## src/rtl/cxapbasyncbridge_pkg.sv

```systemverilog
// rtl/cxapbasyncbridge_pkg.sv - shared types and payload layout for the async APB bridge
//
// Contents:
//   state_t          slave-side handshake FSM encoding (IDLE=0, REQ=1, RESP=2, DRAIN=3)
//   fwd_width()      forward payload width {paddr,pwdata,pstrb,pprot,pwrite}
//   rev_width()      reverse payload width {prdata,pslverr}
//   FWD_*_LSB        bit offsets of each field inside the forward payload
package cxapbasyncbridge_pkg;

  typedef enum logic [1:0] {
    ST_IDLE  = 2'd0,
    ST_REQ   = 2'd1,
    ST_RESP  = 2'd2,
    ST_DRAIN = 2'd3
  } state_t;

  // Forward payload, LSB first: pwrite, pprot[2:0], pstrb, pwdata, paddr.
  localparam int FWD_PWRITE_LSB = 0;
  localparam int FWD_PPROT_LSB  = 1;
  localparam int FWD_PSTRB_LSB  = 4;

  function automatic int fwd_width(input int addr_w, input int data_w);
    return addr_w + data_w + (data_w / 8) + 3 + 1;
  endfunction

  function automatic int rev_width(input int data_w);
    return data_w + 1;
  endfunction

  function automatic int fwd_pwdata_lsb(input int data_w);
    return FWD_PSTRB_LSB + (data_w / 8);
  endfunction

  function automatic int fwd_paddr_lsb(input int data_w);
    return FWD_PSTRB_LSB + (data_w / 8) + data_w;
  endfunction

endpackage

```

## src/rtl/cxapbasyncbridge_sync_nstage.sv

```systemverilog
// rtl/cxapbasyncbridge_sync_nstage.sv - reset-to-0 N-flop synchroniser
//
// Ports:
//   pclks     in   destination clock
//   presetsn  in   asynchronous active-low reset, clears every stage
//   d_async   in   signal from the foreign clock domain
//   q_sync    out  synchronised copy, STAGES destination clocks late
module cxapbasyncbridge_sync_nstage #(
  parameter int STAGES = 2
) (
  input  logic pclks,
  input  logic presetsn,
  input  logic d_async,
  output logic q_sync
);

  logic [STAGES-1:0] sync_q;

  // Free-running on pclks (not clock-enabled) so metastability resolution
  // time is one full clock per stage regardless of the APB enable pattern.
  always_ff @(posedge pclks or negedge presetsn) begin
    if (!presetsn) begin
      sync_q <= '0;
    end else begin
      sync_q <= {sync_q[STAGES-2:0], d_async};
    end
  end

  assign q_sync = sync_q[STAGES-1];

endmodule

```

## src/rtl/cxapbasyncbridge_slave_domain_param.sv

```systemverilog
// rtl/cxapbasyncbridge_slave_domain_param.sv - APB slave-side half of the async APB bridge
//
// Optional feature macro: CXAPBASYNCBRIDGE_TIMEOUT_EN (response timeout + timeout_irq).
//
// Ports:
//   pclks, presetsn, pclkens        APB clock, async active-low reset, clock enable
//   paddrs/pwdatas/pstrbs/pprots/
//   pwrites/psels/penables          APB4 request from the bus
//   prdatas/pslverrs/preadys        APB response to the bus
//   apbm_req_async                  registered 4-phase request to the master domain
//   apbm_ack_async                  4-phase acknowledge from the master domain
//   apbm_fwd_data_async             registered {paddr,pwdata,pstrb,pprot,pwrite}
//   apbm_rev_data_async             {prdata,pslverr}, stable while ack is high
//   timeout_irq                     one-cycle pulse when a transfer times out
module cxapbasyncbridge_slave_domain_param
  import cxapbasyncbridge_pkg::*;
#(
  parameter int  ADDR_W         = 32,
  parameter int  DATA_W         = 32,
  parameter int  SYNC_STAGES    = 2,
  parameter int  TIMEOUT_CYCLES = 256,
  localparam int STRB_W         = DATA_W / 8,
  localparam int FWD_W          = fwd_width(ADDR_W, DATA_W),
  localparam int REV_W          = rev_width(DATA_W)
) (
  input  logic              pclks,
  input  logic              presetsn,
  input  logic              pclkens,
  input  logic [ADDR_W-1:0] paddrs,
  input  logic [DATA_W-1:0] pwdatas,
  input  logic [STRB_W-1:0] pstrbs,
  input  logic [2:0]        pprots,
  input  logic              pwrites,
  input  logic              psels,
  input  logic              penables,
  output logic [DATA_W-1:0] prdatas,
  output logic              pslverrs,
  output logic              preadys,
  output logic              apbm_req_async,
  input  logic              apbm_ack_async,
  output logic [FWD_W-1:0]  apbm_fwd_data_async,
  input  logic [REV_W-1:0]  apbm_rev_data_async,
  output logic              timeout_irq
);

  localparam int PWDATA_LSB = fwd_pwdata_lsb(DATA_W);
  localparam int PADDR_LSB  = fwd_paddr_lsb(DATA_W);

  state_t            state_q, state_nxt;
  logic              ack_sync;
  logic              req_nxt;
  logic [FWD_W-1:0]  fwd_nxt;
  logic              rdy_nxt;
  logic [DATA_W-1:0] prdata_nxt;
  logic              err_nxt;
  logic              late_ack;

  cxapbasyncbridge_sync_nstage #(
    .STAGES (SYNC_STAGES)
  ) u_ack_sync (
    .pclks    (pclks),
    .presetsn (presetsn),
    .d_async  (apbm_ack_async),
    .q_sync   (ack_sync)
  );

`ifdef CXAPBASYNCBRIDGE_TIMEOUT_EN
  localparam logic [15:0] TMO_LAST = 16'(TIMEOUT_CYCLES - 1);

  logic [15:0] tmo_cnt_q, tmo_cnt_nxt;
  logic        late_ack_q, late_nxt;
  logic        irq_nxt;

  assign late_ack = late_ack_q;

  always_ff @(posedge pclks or negedge presetsn) begin
    if (!presetsn) begin
      tmo_cnt_q   <= '0;
      late_ack_q  <= 1'b0;
      timeout_irq <= 1'b0;
    end else begin
      tmo_cnt_q   <= tmo_cnt_nxt;
      late_ack_q  <= late_nxt;
      timeout_irq <= irq_nxt;
    end
  end
`else
  assign late_ack    = 1'b0;
  assign timeout_irq = 1'b0;

  // Range marker: an out-of-range TIMEOUT_CYCLES shows up as this scope.
  if (TIMEOUT_CYCLES < 2 || TIMEOUT_CYCLES > 65535) begin : g_timeout_cycles_out_of_range
  end
`endif

  always_ff @(posedge pclks or negedge presetsn) begin
    if (!presetsn) begin
      state_q             <= ST_IDLE;
      apbm_req_async      <= 1'b0;
      apbm_fwd_data_async <= '0;
      preadys             <= 1'b0;
      prdatas             <= '0;
      pslverrs            <= 1'b0;
    end else begin
      state_q             <= state_nxt;
      apbm_req_async      <= req_nxt;
      apbm_fwd_data_async <= fwd_nxt;
      preadys             <= rdy_nxt;
      prdatas             <= prdata_nxt;
      pslverrs            <= err_nxt;
    end
  end

  always_comb begin
    state_nxt  = state_q;
    req_nxt    = apbm_req_async;
    fwd_nxt    = apbm_fwd_data_async;
    rdy_nxt    = preadys;
    prdata_nxt = prdatas;
    err_nxt    = pslverrs;
`ifdef CXAPBASYNCBRIDGE_TIMEOUT_EN
    tmo_cnt_nxt = tmo_cnt_q;
    late_nxt    = late_ack_q;
    irq_nxt     = 1'b0;
`endif

    if (pclkens) begin
      case (state_q)
        ST_IDLE: begin
          // A still-high ack belongs to the previous handshake; wait for it
          // to drop before raising a new req.
          if (psels && penables && !preadys && !ack_sync) begin
            fwd_nxt[FWD_PWRITE_LSB]          = pwrites;
            fwd_nxt[FWD_PPROT_LSB +: 3]      = pprots;
            fwd_nxt[FWD_PSTRB_LSB +: STRB_W] = pstrbs;
            fwd_nxt[PWDATA_LSB +: DATA_W]    = pwdatas;
            fwd_nxt[PADDR_LSB +: ADDR_W]     = paddrs;
            req_nxt   = 1'b1;
            state_nxt = ST_REQ;
`ifdef CXAPBASYNCBRIDGE_TIMEOUT_EN
            tmo_cnt_nxt = '0;
`endif
          end
        end

        ST_REQ: begin
          if (ack_sync) begin
            prdata_nxt = apbm_rev_data_async[REV_W-1:1];
            err_nxt    = apbm_rev_data_async[0];
            req_nxt    = 1'b0;
            rdy_nxt    = 1'b1;
            state_nxt  = ST_RESP;
          end
`ifdef CXAPBASYNCBRIDGE_TIMEOUT_EN
          // Answer the bus with an error but keep req high: the master
          // domain may still be executing the transfer, so the handshake
          // has to be finished in DRAIN before anything new is launched.
          else if (tmo_cnt_q == TMO_LAST) begin
            prdata_nxt = '0;
            err_nxt    = 1'b1;
            rdy_nxt    = 1'b1;
            irq_nxt    = 1'b1;
            late_nxt   = 1'b1;
            state_nxt  = ST_RESP;
          end else begin
            tmo_cnt_nxt = tmo_cnt_q + 16'd1;
          end
`endif
        end

        ST_RESP: begin
          rdy_nxt = 1'b0;
          if (late_ack || ack_sync) begin
            state_nxt = ST_DRAIN;
          end else begin
            state_nxt = ST_IDLE;
          end
        end

        ST_DRAIN: begin
          if (late_ack) begin
            // Late ack: close the req phase; its rev data is ignored.
            if (ack_sync) begin
              req_nxt = 1'b0;
`ifdef CXAPBASYNCBRIDGE_TIMEOUT_EN
              late_nxt = 1'b0;
`endif
            end
          end else if (!ack_sync) begin
            state_nxt = ST_IDLE;
          end
        end

        default: state_nxt = ST_IDLE;
      endcase
    end
  end

endmodule
```

## config.mk

```make
export PLATFORM = sky130hd
export DESIGN_NAME = cxapbasyncbridge_slave_domain_param
export DESIGN_NICKNAME = d
export VERILOG_FILES = /design/src/rtl/cxapbasyncbridge_pkg.sv /design/src/rtl/cxapbasyncbridge_sync_nstage.sv /design/src/rtl/cxapbasyncbridge_slave_domain_param.sv
export SDC_FILE = /design/constraint.sdc
export NUM_CORES = 1
export LEC_CHECK = 0
export BUFFER_PORTS_ARGS = -buffer_cell sky130_fd_sc_hd__buf_2
export CAP_MARGIN = 0
export CORE_UTILIZATION = 25
export CTS_BUF_LIST = sky130_fd_sc_hd__clkbuf_16
export DETAILED_ROUTE_END_ITERATION = 8
export SETUP_SLACK_MARGIN = 0.15
export SYNTH_ARGS = -nofsm -noshare
export SYNTH_HDL_FRONTEND = slang
export SYNTH_SLANG_ARGS = --single-unit
```

## constraint.sdc

```tcl
create_clock -name pclks -period 1.95 [get_ports pclks]
set_input_delay 0.0975 -clock pclks [delete_from_list [all_inputs] [get_ports pclks]]
set_output_delay 0.0975 -clock pclks [all_outputs]
set_load 0.05 [all_outputs]
```

# Word level (Yosys, flattened, before mapping)
# Cells that the tools add are included.
# totals
ff_bits	111
latchBits	0
mem_bits_rw	0
romBits	0
inputBits	111
output_inout_bits	108
elab_cells	36
n_memories	0
# op_classes
n_addsub	0
mul	0
div	0
magnitude_cmp	0
eq_ne	6
shift	0
n_mux	10
n_bitwise	0
reduce_logical	13
# op_table
cell	n
$reduce_and A3 Y1	3
$mux W2	4
$pmux W2 S4	1
$reduce_and A4 Y1	2
$eq A2 B2 Y1 const B	2
$ne A2 B2 Y1 const B	2
$pmux W1 S2	2
$reduce_bool A2 Y1	2
$logic_and A1 B1 Y1	3
$mux W1	3
$eq A2 B1 Y1 const B	1
$logic_not A1 Y1	2
$logic_not A2 Y1	1
$ne A2 B1 Y1 const B	1

# Logic depth before layout (Yosys ltp)
# depth
depth_word	5
depth_mapped	5
mapped_depth_nobuf	3

# By module
# Synthesis repeated with hierarchy kept, for this count alone.
# hier_totals
hier_cells	245
hier_area_um2	4459.3
# by_module_without_submodules
mod	instances	cells_each	area_each_um2	seq_area_each_um2
cxapbasyncbridge_slave_domain_param	1	243	4409.2	2727.6
cxapbasyncbridge_sync_nstage	1	2	50.0	50.0

# Least setup slack after synthesis
# OpenSTA, ideal clock, no wires.
# synth_path
kind	flip-flop to flip-flop
startpoint	register preadys
endpoint	register apbm_fwd_data_async[10]
setup_ns	0.125
t_arrival_ns	1.532
required_ns	1.825
path_slack_ns	0.292
path_stages_with_launch	5
path_buffers	1
period_less_slack_ns	1.658
cell_sequence	dfrtp_1 -> and3b_1 -> nand3_4 -> buf_6 -> mux2_4
# synth_via
elab_chain_cells	4
# synth_rtl
element	line_no	text
from (decl)	cxapbasyncbridge_slave_domain_param.sv:38	output logic preadys,
from (signal assigned)	cxapbasyncbridge_slave_domain_param.sv:108	preadys <= rdy_nxt;
$logic_not A1 Y1	cxapbasyncbridge_slave_domain_param.sv:132	if (psels && penables && !preadys && !ack_sync) begin
$logic_and A1 B1 Y1 (2 in series)	cxapbasyncbridge_slave_domain_param.sv:132	
$reduce_and A3 Y1 (no line)	-	
to (signal assigned)	cxapbasyncbridge_slave_domain_param.sv:107	apbm_fwd_data_async <= fwd_nxt;
to (decl)	cxapbasyncbridge_slave_domain_param.sv:41	output logic [FWD_W-1:0] apbm_fwd_data_async,
# Every way passes these cells.
# A chain may end at the register's enable or synchronous reset.

# Final worst setup path
# layout_path
startpoint	register u_ack_sync.sync_q[1]
endpoint	register apbm_fwd_data_async[1]
# layout_via
elab_chain_cells	3
# layout_rtl
element	line_no	text
from (decl)	cxapbasyncbridge_sync_nstage.sv:17	logic [STAGES-1:0] sync_q;
from (signal assigned)	cxapbasyncbridge_sync_nstage.sv:25	sync_q <= {sync_q[STAGES-2:0], d_async};
$logic_not A1 Y1	-	
$logic_and A1 B1 Y1	cxapbasyncbridge_slave_domain_param.sv:132	
$reduce_and A3 Y1 (no line)	-	
# Every way passes these cells.

==> run_summary.xml <==
<?xml version="1.0" encoding="UTF-8"?>
<metrics>
  <group name="run_status">
    <metric name="run_status" unit="">complete, no violations</metric>
  </group>
  <group name="synth">
    <metric name="synthArstFlopShare" unit="%">100.0</metric>
    <metric name="yosys.area_share.xor_xnor" unit="%">0</metric>
    <metric name="synth_compound_gate_area_share" unit="%">1.105</metric>
    <metric name="yosys-top-cells-area" unit="">dfrtp_1, mux2_4, mux2_2</metric>
    <metric name="synth.cells.most_frequent" unit="">dfrtp_1, mux2_4, mux2_2, mux2_1, buf_6</metric>
    <metric name="synth-warning-count" unit="">0</metric>
    <metric name="ffs_latches_synth" unit="">111</metric>
    <metric name="synth-edff-count" unit="">0</metric>
    <metric name="syn_area" unit="sq um">4418</metric>
    <metric name="synth_nets" unit="">357</metric>
    <metric name="netlist.area_leader.share" unit="%">62.87</metric>
    <metric name="proportion_of_synthesized_area_in_mux_cells" unit="%">31.86</metric>
    <metric name="synthesis.instances" unit="">246</metric>
    <metric name="synth_top_family_by_area" unit="">multiplexers</metric>
    <metric name="synth.lib_cells_used.distinct" unit="">22</metric>
    <metric name="synthAdderAreaFrac" unit="%">0</metric>
    <metric name="synthDominantAreaCellType" unit="">dfrtp_1</metric>
    <metric name="synth_simple_gate_area_share" unit="%">1.388</metric>
    <metric name="synthMostInstantiatedCell" unit="">dfrtp_1</metric>
    <metric name="ys_seq_area_share" unit="%">62.87</metric>
    <metric name="synthesis.area_per_instance" unit="sq um">17.96</metric>
    <metric name="synth-main-ff-cell" unit="">dfrtp_1</metric>
  </group>
  <group name="clock_network">
    <metric name="clk_path_buf_depth" unit="">2</metric>
    <metric name="numClockSinks" unit="">111</metric>
    <metric name="worst_setup_hold_path_clk_slew" unit="ns">0.07</metric>
    <metric name="clock_tree_from_tritoncts" unit="">yes</metric>
    <metric name="clk-insertion-delay-late" unit="ns">0.35</metric>
    <metric name="postCtsResizedCells" unit="">0</metric>
    <metric name="cts.root.buffer_cell" unit="">clkbuf_16</metric>
    <metric name="cts_made_buffers" unit="">9</metric>
    <metric name="ctsHtreeMaxLevel" unit="">3</metric>
  </group>
  <group name="layout">
    <metric name="post_route_cells_drive_above_1_share" unit="%">58.38</metric>
    <metric name="final_cell_area" unit="sq um">7141</metric>
    <metric name="antenna_diodes" unit="">0</metric>
    <metric name="num-nets-final" unit="">685</metric>
    <metric name="fillcell_total" unit="">1574</metric>
    <metric name="area.growth.synth_to_final" unit="%">61.63</metric>
  </group>
  <group name="detailed_routing">
    <metric name="post_drt_wl_per_cell" unit="um">13.84</metric>
    <metric name="routed_wl" unit="um">11130</metric>
    <metric name="post-route-drc-count" unit="">0</metric>
    <metric name="drt_iter0_drc" unit="">97</metric>
    <metric name="number_of_vias_after_detailed_routing" unit="">3229</metric>
    <metric name="dr.pass1.iters" unit="">4</metric>
    <metric name="detail_route.vias_per_cell" unit="">4.016</metric>
    <metric name="drt.antenna.violating_nets" unit="">0</metric>
  </group>
  <group name="power_and_ir_drop">
    <metric name="max-vdd-ir-drop" unit="V">0.0008586</metric>
    <metric name="power.leakage" unit="nW">3.819</metric>
    <metric name="p_comb_share" unit="%">53.1</metric>
    <metric name="share_seq_of_total_power" unit="%">31.8</metric>
    <metric name="switchingPower" unit="mW">5.831</metric>
    <metric name="swShare" unit="%">48.20</metric>
    <metric name="pwr_density_cell" unit="nW/um^2">1694</metric>
    <metric name="pwr-share-clk" unit="%">15.1</metric>
    <metric name="intPower" unit="mW">6.267</metric>
  </group>
  <group name="grt">
    <metric name="gr-usage-met3" unit="%">2.327</metric>
    <metric name="pin_count_of_the_biggest_net_entering_global_routing" unit="">55</metric>
    <metric name="use_met2" unit="%">22.14</metric>
    <metric name="wire_length_of_the_first_global_routing_pass" unit="um">17160</metric>
    <metric name="busiest_layer" unit="">met2</metric>
    <metric name="antenna_found_initial" unit="">0</metric>
    <metric name="grt_use_total" unit="%">12.33</metric>
    <metric name="via_count_of_the_first_global_routing_pass" unit="">3501</metric>
    <metric name="globalRouteMet1Util" unit="%">13.32</metric>
    <metric name="grt.overflow.total" unit="">0</metric>
  </group>
  <group name="floorplanning">
    <metric name="horizontal_extent_of_the_die" unit="um">134.9</metric>
    <metric name="die_area" unit="sq um">18210</metric>
    <metric name="core_area" unit="sq um">17300</metric>
    <metric name="initial_utilization" unit="%">25.54</metric>
    <metric name="ios" unit="">219</metric>
    <metric name="die_h" unit="um">134.9</metric>
    <metric name="row_count" unit="">48</metric>
  </group>
  <group name="place">
    <metric name="io_buffer_count" unit="">217</metric>
    <metric name="post-dp-hpwl" unit="um">7170</metric>
    <metric name="gp_congestion" unit="">0.7200</metric>
    <metric name="placed_area" unit="sq um">5772</metric>
  </group>
  <group name="critical_path">
    <metric name="startpoint" unit="">u_ack_sync.sync_q[1]</metric>
    <metric name="worst_r2r_startpoint" unit="">u_ack_sync.sync_q[1]</metric>
    <metric name="timing.setup.critical_path_class" unit="">flop to flop</metric>
    <metric name="path_max_fanout" unit="">35</metric>
    <metric name="critPathRequiredTime" unit="ns">2.19</metric>
    <metric name="timing.critical_path.from_type" unit="">flop</metric>
    <metric name="end_kind" unit="">flop</metric>
    <metric name="cp_data_arrival_time" unit="ns">1.79</metric>
  </group>
  <group name="hold_path">
    <metric name="worstHoldPathType" unit="">input port to flop</metric>
    <metric name="hp-start" unit="">pclkens</metric>
  </group>
  <group name="sta">
    <metric name="final-hold-violation-count" unit="">0</metric>
    <metric name="unrepaired_setup_endpoints_after_global_routing" unit="">false</metric>
    <metric name="achievable-frequency" unit="GHz">0.6437</metric>
    <metric name="setup-tns-final" unit="ns">0</metric>
    <metric name="report.final.setup_viol" unit="">0</metric>
    <metric name="period_needed" unit="ns">1.553</metric>
    <metric name="finalCritPeriodShare" unit="%">79.66</metric>
    <metric name="timing.clock.skew" unit="ns">0.008728</metric>
    <metric name="timing_max_transition_violations_final" unit="">0</metric>
  </group>
  <group name="flow_run">
    <metric name="timing.max_cap.violations" unit="">0</metric>
  </group>
</metrics>
==> power groups by stage <==
stage | Sequential, mW | Combinational, mW | Clock, mW
after floorplan | 7.34 | 1.32 | 0
after global routing | 3.98 | 6.67 | 2.01
final | 3.85 | 6.42 | 1.83
after CTS | 3.85 | 6.46 | 1.92
after detailed placement | 3.87 | 6.29 | 0
after global placement | 3.83 | 6.22 | 0
==> path summary, 6_finish.rpt <==
kind | depth (start not counted) | end | slack [ns]
max | 4 | apbm_fwd_data_async[1] | 0.40
min | 3 | state_q[1] | 0.09
max reg2reg | 4 | apbm_fwd_data_async[1] | 0.40
min reg2reg | 0 | u_ack_sync.sync_q[1] | 0.35
max in group asynchronous | 3 | apbm_fwd_data_async[65] | 1.11
min in group asynchronous | 2 | prdatas[9] | 0.21
==> cells in the final DEF (no fill, tap or decap), drive strengths merged <==
| master | netlist | final |
|---|---|---|
| buf | 12 | 223 |
| nand3 | 1 | 1 |
| nand4b | 1 | 1 |
| and2b | 1 | 1 |
| and3b | 1 | 1 |
| clkinvlp | 0 | 1 |
| inv | 2 | 4 |
| o21ai | 2 | 2 |
| dfrtp | 111 | 111 |
| nor2 | 2 | 2 |
| a2bb2oi | 1 | 1 |
| nand2 | 1 | 1 |
| a31oi | 1 | 1 |
| conb | 1 | 1 |
| bufinv | 0 | 1 |
| clkinv | 0 | 3 |
| dlygate4sd3 | 0 | 107 |
| a21oi | 1 | 1 |
| o221a | 1 | 1 |
| mux2 | 105 | 105 |
| clkbuf | 1 | 9 |
| a21boi | 1 | 1 |
==> timing repair <==
action / 4_1_cts / 5_1_grt
hold buffers: 107 / 0
hold endpoints to repair: 129 / 0
setup buffers: 0 / 0
==> worst max-delay path: stages (launching register included) <==
cell and delay, ns:
dfrtp_1 0.41, and2b_2 0.27, nand3_4 0.11, buf_12 0.27
mux2_2 0.37
==> final cells by class <==
type | count | area, sq um | share of cell area, %
clock buffer | 9 | 225.2 | 3.154
multi-input combinational | 120 | 1521 | 21.31
sequential | 111 | 2778 | 38.90
clock inverter | 7 | 72.57 | 1.016
tap | 225 | 281.5 | 3.943
inverter | 2 | 7.507 | 0.1051
timing repair buffer | 330 | 2255 | 31.58
==> registers in the layout, indices dropped and copies added, names as in the netlist <==
signal / cells
u_ack_sync.sync_q: 2
state_q: 2
preadys: 1
apbm_req_async: 1
apbm_fwd_data_async: 72
prdatas: 32
pslverrs: 1
==> cells by family after synthesis <==
| family | Yosys count |
|---|---|
| mux | 105 |
| simple gates | 7 |
| compound gates | 7 |
| flops | 111 |
| other cells | 1 |
| buf+inv | 15 |
==> layer usage <==
metal	part of all wire (%)	wire length, um	up-vias
met2	53	5852	128
met1	39	4372	1566
met4	3.3	362	0
met3	4.9	543	22
met5	0	0	-
li1	-	-	1513
==> stage by stage <==
stage / hold WS [ns] / util [%] / setup WS [ns] / power [mW] / cells
6_report: 0.09457 / 41.28 / 0.3966 / 12.10 / 804
5_1_grt: 0.1344 / 41.28 / 0.2973 / 12.66 / 804
4_1_cts: 0.07487 / 41.28 / 0.3803 / 12.23 / 804
3_5_place_dp: 0.03755 / 33.37 / 0.4011 / 10.16 / 681
3_3_place_gp: 0.03150 / 33.37 / 0.4361 / 10.05 / 681
2_1_floorplan: -0.1981 / - / 0.2924 / 8.664 / 246
No activity file was read; power rests on OpenSTA's default activity.
